==> src/rtl/factorial_seq_ctrl.sv <==
// ============================================================================
// factorial_seq_ctrl
// ----------------------------------------------------------------------------
// Sequential factorial engine. A start/busy/done controller drives a single
// shared OUT_W x N multiplier and performs one multiply per clock. This block
// computes n*(n-1)*...*2 iteratively, which is much smaller in area than a
// fully combinational factorial array.
//
// Parameters
//   N      width of the number input (largest operand is 2^N-1)
//   OUT_W  width of the factorial result / accumulator
//
// Ports
//   clk        in   1      rising-edge clock
//   rst        in   1      synchronous reset, active-high (wins over start)
//   start      in   1      request; only sampled while IDLE
//   number     in   N      operand, captured on the accepting edge only
//   busy       out  1      high while the multiply loop runs (CALC)
//   done       out  1      one-cycle completion pulse (DONE)
//   factorial  out  OUT_W  result; holds until the next completion
//   overflow   out  1      true result needed more than OUT_W bits
//
// Build option
//   FACT_SATURATE_EN  when defined, an overflowed result is reported as
//                     all-ones; otherwise it is the product mod 2^OUT_W.
//                     The overflow flag is identical in both builds.
//
// Timing
//   done rises max(n,1) edges after the accepting edge. factorial and
//   overflow update on that same edge. Back-to-back interval is
//   max(n,1)+2 cycles (DONE always returns through one IDLE cycle).
// ============================================================================
module factorial_seq_ctrl #(
    parameter int unsigned N     = 4,
    parameter int unsigned OUT_W = 32
) (
    input  logic             clk,
    input  logic             rst,
    input  logic             start,
    input  logic [N-1:0]     number,
    output logic             busy,
    output logic             done,
    output logic [OUT_W-1:0] factorial,
    output logic             overflow
);

    // ------------------------------------------------------------------------
    // State encoding
    // ------------------------------------------------------------------------
    typedef enum logic [1:0] {
        S_IDLE = 2'd0,
        S_CALC = 2'd1,
        S_DONE = 2'd2
    } state_t;

    state_t r_state;
    state_t w_state_nxt;

    // ------------------------------------------------------------------------
    // Datapath registers
    // ------------------------------------------------------------------------
    logic [OUT_W-1:0] r_acc;        // running product, wraps mod 2^OUT_W
    logic [N-1:0]     r_cnt;        // next multiplier operand, counts down
    logic             r_ovf;        // sticky overflow for the current operation
    logic [OUT_W-1:0] r_factorial;  // published result
    logic             r_overflow;   // published overflow flag

    // ------------------------------------------------------------------------
    // Control strobes from the next-state logic
    // ------------------------------------------------------------------------
    logic w_accept;   // IDLE and start: load operand
    logic w_step;     // CALC with cnt > 1: perform one multiply
    logic w_finish;   // CALC with cnt <= 1: publish result

    // ------------------------------------------------------------------------
    // Shared multiplier. Both operands are zero-extended to the full product
    // width so the multiply is evaluated at OUT_W+N bits and the upper N bits
    // expose any carry beyond the accumulator.
    // ------------------------------------------------------------------------
    logic [OUT_W+N-1:0] w_prod;
    logic [OUT_W+N-1:0] w_acc_ext;
    logic [OUT_W+N-1:0] w_cnt_ext;
    logic               w_prod_hi_nz;
    logic               w_cnt_le1;
    logic [OUT_W-1:0]   w_result;

    assign w_acc_ext    = {{N{1'b0}}, r_acc};
    assign w_cnt_ext    = {{OUT_W{1'b0}}, r_cnt};
    assign w_prod       = w_acc_ext * w_cnt_ext;
    assign w_prod_hi_nz = |w_prod[OUT_W+N-1:OUT_W];

    // n=0 and n=1 both terminate immediately with acc=1.
    assign w_cnt_le1    = (r_cnt <= N'(1));

    // Value published on completion.
`ifdef FACT_SATURATE_EN
    assign w_result = r_ovf ? '1 : r_acc;
`else
    assign w_result = r_acc;
`endif

    // ------------------------------------------------------------------------
    // State register
    // ------------------------------------------------------------------------
    always_ff @(posedge clk) begin
        if (rst) begin
            r_state <= S_IDLE;
        end else begin
            r_state <= w_state_nxt;
        end
    end

    // ------------------------------------------------------------------------
    // Next-state and Moore outputs
    // ------------------------------------------------------------------------
    always_comb begin
        w_state_nxt = r_state;
        w_accept    = 1'b0;
        w_step      = 1'b0;
        w_finish    = 1'b0;
        busy        = 1'b0;
        done        = 1'b0;

        unique case (r_state)
            S_IDLE: begin
                if (start) begin
                    w_accept    = 1'b1;
                    w_state_nxt = S_CALC;
                end
            end

            S_CALC: begin
                busy = 1'b1;
                if (w_cnt_le1) begin
                    w_finish    = 1'b1;
                    w_state_nxt = S_DONE;
                end else begin
                    w_step      = 1'b1;
                end
            end

            S_DONE: begin
                done        = 1'b1;
                w_state_nxt = S_IDLE;
            end

            default: begin
                w_state_nxt = S_IDLE;
            end
        endcase
    end

    // ------------------------------------------------------------------------
    // Datapath: operand capture, iteration, and result publication.
    // ------------------------------------------------------------------------
    always_ff @(posedge clk) begin
        if (rst) begin
            r_acc       <= '0;
            r_cnt       <= '0;
            r_ovf       <= 1'b0;
            r_factorial <= '0;
            r_overflow  <= 1'b0;
        end else begin
            if (w_accept) begin
                r_acc <= OUT_W'(1);
                r_cnt <= number;
                r_ovf <= 1'b0;
            end else if (w_step) begin
                // Low bits keep wrapping; overflow stays sticky once set.
                r_acc <= w_prod[OUT_W-1:0];
                r_cnt <= r_cnt - N'(1);
                r_ovf <= r_ovf | w_prod_hi_nz;
            end

            if (w_finish) begin
                r_factorial <= w_result;
                r_overflow  <= r_ovf;
            end
        end
    end

    assign factorial = r_factorial;
    assign overflow  = r_overflow;

endmodule

==> config.mk <==
export PLATFORM = sky130hd
export DESIGN_NAME = factorial_seq_ctrl
export DESIGN_NICKNAME = d
export VERILOG_FILES = /design/src/rtl/factorial_seq_ctrl.sv
export SDC_FILE = /design/constraint.sdc
export NUM_CORES = 1
export LEC_CHECK = 0
export ABC_AREA = 1
export BUFFER_PORTS_ARGS = -buffer_cell sky130_fd_sc_hd__buf_2
export CORE_MARGIN = 2
export CORE_UTILIZATION = 57
export CTS_CLUSTER_DIAMETER = 30
export DETAILED_ROUTE_END_ITERATION = 10
export PLACE_DENSITY_LB_ADDON = 0.2
export SETUP_SLACK_MARGIN = 0.15
export SYNTH_ARGS = -nofsm -noshare
export SYNTH_HDL_FRONTEND = slang
export SYNTH_SLANG_ARGS = --single-unit
==> constraint.sdc <==
create_clock -name clk -period 3.74 [get_ports clk]
set_input_delay 0.187 -clock clk [delete_from_list [all_inputs] [get_ports clk]]
set_output_delay 0.187 -clock clk [all_outputs]
set_load 0.03 [all_outputs]
==> results by group <==
Timing
  – Worst Tran Pin Value: approximately 1000 ps
  – Fin. Hold Viols: 0
  – # setup viols final: 0
  – F_max: 289.0 MHz
  – Period utilization: between 90 and 100%
  – Worst Skew: 8.233 ps
  – Relative slew slack: between 30 and 40%
  – Setup_tns: 0 ps
  – Slew Viols, Final: 0
  – Setup WS post-layout: ~280 ps
  – RSZ-0062 raised after global routing: true
  – Final min period: ~3500 ps

Critical path
  – CP Capture Type: flop
  – Worst r2r src: r_cnt[3]$_SDFFE_PP0P_
  – CP Cell Sequence: buf_8 -> nand2_1 -> inv_1 -> fa_1 -> inv_1 -> fa_1 -> inv_1 -> ha_1 -> nand2_1 -> inv_1 -> nand2_1 -> nand3_1 -> a21oi_1 -> nand2_2 -> nand2_1 -> nand2_1 -> nand2_1 -> nand2_1 -> nor2_1 -> nand2_1 -> nand2_1 -> a21oi_2
  – Critical path's top delay family: adder cells
  – Crit path top cell by count: nand2_1
  – Worst EP required: 3940 ps
  – Crit path largest cell delay: 530 ps
  – Critical R2R Capture: r_ovf$_SDFFE_PP0P_
  – CP Class: flop to flop
  – Crit-path slowest cell: fa_1
  – R2R depth: 22
  – CP Launch Type: flop
  – Reg2Reg Setup Slack: between 200 and 300 ps
  – CP max FO: 18
  – CP arrival: 3660 ps
  – Buffer and inverter count on the worst path: 5

CTS
  – Clock sink count: 72
  – Root buf cell: clkbuf_16
  – H-Tree Depth: 3
  – Cts hold-fix bufs: 0
  – Number of CTS-inserted buffers: 9
  – Clk slew on worst S/H paths: 60 ps
  – Clk_lat worst skew: 350 ps
  – CTS tree: yes
  – CTS Buffer Depth: 2

Routing
  – Via count: 6919
  – DRC Markers: 0
  – Routed wl met3: 1277 um
  – DR WL/cell: 13.35 um
  – 1st-iter DRT viols: 557
  – Met1 wire length: 8295 um
  – DR vias/cell: 5.032
  – Met2 wire length: 8394 um
  – DRT Wirelength: about 18000 um
  – Highest routed metal layer: met4
  – Routed Antenna Nets: 0
  – Pre-antenna DRT Iters: 5

Yosys
  – Synthesized area: ~0.0074 mm2
  – Seq/Total Area, Yosys: 19.42%
  – Async S/R FF share, synth: 0%
  – Ys Warns: 0
  – Post-Syn Instances: around 1.2k
  – Post-synth cell types: 38
  – Top-area cell type share of the netlist area: 19.42%
  – Syn Nets: between 1k and 1.5k
  – Syn avg cell area: 6.382 um2
  – Post-synth EDFFs: 0
  – Register bit total from synthesis: 72
  – Synth Flop Type: dfxtp_1
  – Synth area leaders: dfxtp_1 (19%), inv_1 (17%), fa_1 (16%), nand2_1 (14%), ha_1 (7.1%)
  – Post-synth top area cell: dfxtp_1

Power
  – Power per cell area: between 200 and 300 mW/mm2
  – Pleak: 5.069 nW
  – Max VDD drop: 204.3 uV

Cells and area
  – ANT cells: 0
  – Final #Nets: 1307
  – Commonest non-fill, non-tap cells in the layout: inv_1 (329), nand2_1 (254), nor2_1 (92)
  – Fraction of layout cells with a size suffix above 1: about 15%
  – Fillers: 1107
  – Syn-to-layout area delta: 16.32%
  – Most common library cell in the layout ignoring fill and taps: inv_1

Global routing
  – Initial antenna violation count: 0
  – Largest net degree at the start of global routing: 44
  – GRT Total Usage: about a quarter
  – Vias in the first global route: 6398
  – Gr ovfl total: 0
  – First-pass GRT wire length: a little over 30000 um

Floorplan
  – Chip width: 118.1 um
  – Core Rows: between 40 and 50
  – Die area: 0.01395 mm2
  – Core footprint: 0.01267 mm2
  – Die span in y: 118.1 um
  – IO Pins: 42
  – Initial core utilization: between 50% and 60%

Place
  – Placer Congestion: 1.042
  – Place WS: approximately 160 ps
  – PortBufs: a little over 40
  – Dpl hpwl: 13350 um

Worst hold path
  – WHS Path Cells: 2
  – Worst min-delay path startpoint: rst
  – Hold EP: r_cnt[1]$_SDFFE_PP0P_
  – HP Class: input port to flop

Job
  – Maxcap violations: 0

Outcome
  – Status: completed
==> worst register-to-register path: cells and delay by family, from the launching register on <==
family / cells / cell delay (ps)
flops: 1 / 360
simple gates: 12 / 950
buf+inv: 5 / 380
fa+ha+maj: 3 / 1400
compound gates: 2 / 220
==> state kept, by name, indices dropped and copies added, names as in the netlist <==
signal     flops
overflow       1
r_state        2
r_cnt          4
r_ovf          1
factorial     32
r_acc         32
==> metal layers <==
layer / vias to the layer above / GRT usage [%]
li1: 3478 / -
met1: 3187 / 37.07
met2: 223 / 41.51
met3: 31 / 4.215
met4: 0 / 8.961
met5: - / 0
==> repair_timing <==
action / CTS / global route
setup endpoints to repair: 0 / 17
resized for setup: 0 / 94
setup buffers: 0 / 3
==> through the flow <==
step	power [mW]	utilization, %	std cells	hold slack, ps	area [um2]
floorplan	1.331	-	1163	256.1	7422
global placement	1.507	61.88	1356	428.5	7841
detailed placement	1.516	61.88	1356	434.5	7841
CTS	2.540	64.61	1372	105.6	8187
global route	2.683	68.13	1375	104.4	8633
finish	2.562	68.13	1375	104.2	8633
==> cell type report <==
type	instances	area (um2)	share of cell area, %
clock buffers	9	225.2	2.609
multi-input cells	721	4989	57.78
repair buffers	58	372.9	4.319
clock inverters	7	120.1	1.391
inverters	336	1261	14.61
flip-flops and latches	72	1450	16.80
well taps	172	215.2	2.493
==> Yosys cell counts, drive strengths merged (2+ instances only) <==
master    n
a21boi    2
a21o      2
a21oi    79
a31oi     2
buf      10
clkbuf   24
dfxtp    72
fa       60
ha       42
inv     335
nand2   282
nand3    26
nor2    105
nor3      6
o211ai    4
o21ai    75
o21bai    8
or2       2
xnor2     4
xor2     17
==> report_power, final <==
| part | internal (mW) | switching [mW] |
|---|---|---|
| Clock | 0.653 | 0.371 |
| Combinational | 0.194 | 0.427 |
| Sequential | 0.846 | 0.0698 |
| Total | 1.69 | 0.868 |
==> worst max path at each step <==
stage                               start                     end  slack, ps  cells past startpoint
detailed placement  r_cnt[3]$_SDFFE_PP0P_  r_acc[25]$_SDFFE_PP0P_        160                     17
global placement    r_cnt[3]$_SDFFE_PP0P_  r_acc[25]$_SDFFE_PP0P_        210                     17
finish              r_cnt[3]$_SDFFE_PP0P_      r_ovf$_SDFFE_PP0P_        280                     22
floorplan           r_cnt[1]$_SDFFE_PP0P_  r_acc[24]$_SDFFE_PP0P_        180                     22
global route        r_cnt[3]$_SDFFE_PP0P_      r_ovf$_SDFFE_PP0P_         90                     24
CTS                 r_cnt[3]$_SDFFE_PP0P_  r_acc[25]$_SDFFE_PP0P_        150                     17
==> logic make-up (layout without fill, tap and decap cells) <==
family | count (synthesis) | after routing | share of synthesized area [%]
compound gates | 174 | 174 | 12.71
flops | 72 | 72 | 19.42
xor+xnor | 21 | 21 | 2.478
fa+ha+maj | 102 | 102 | 23.26
simple gates | 424 | 424 | 23.20
buf+inv | 370 | 410 | 18.93
Note: power is estimated with default switching activity, not from simulation.
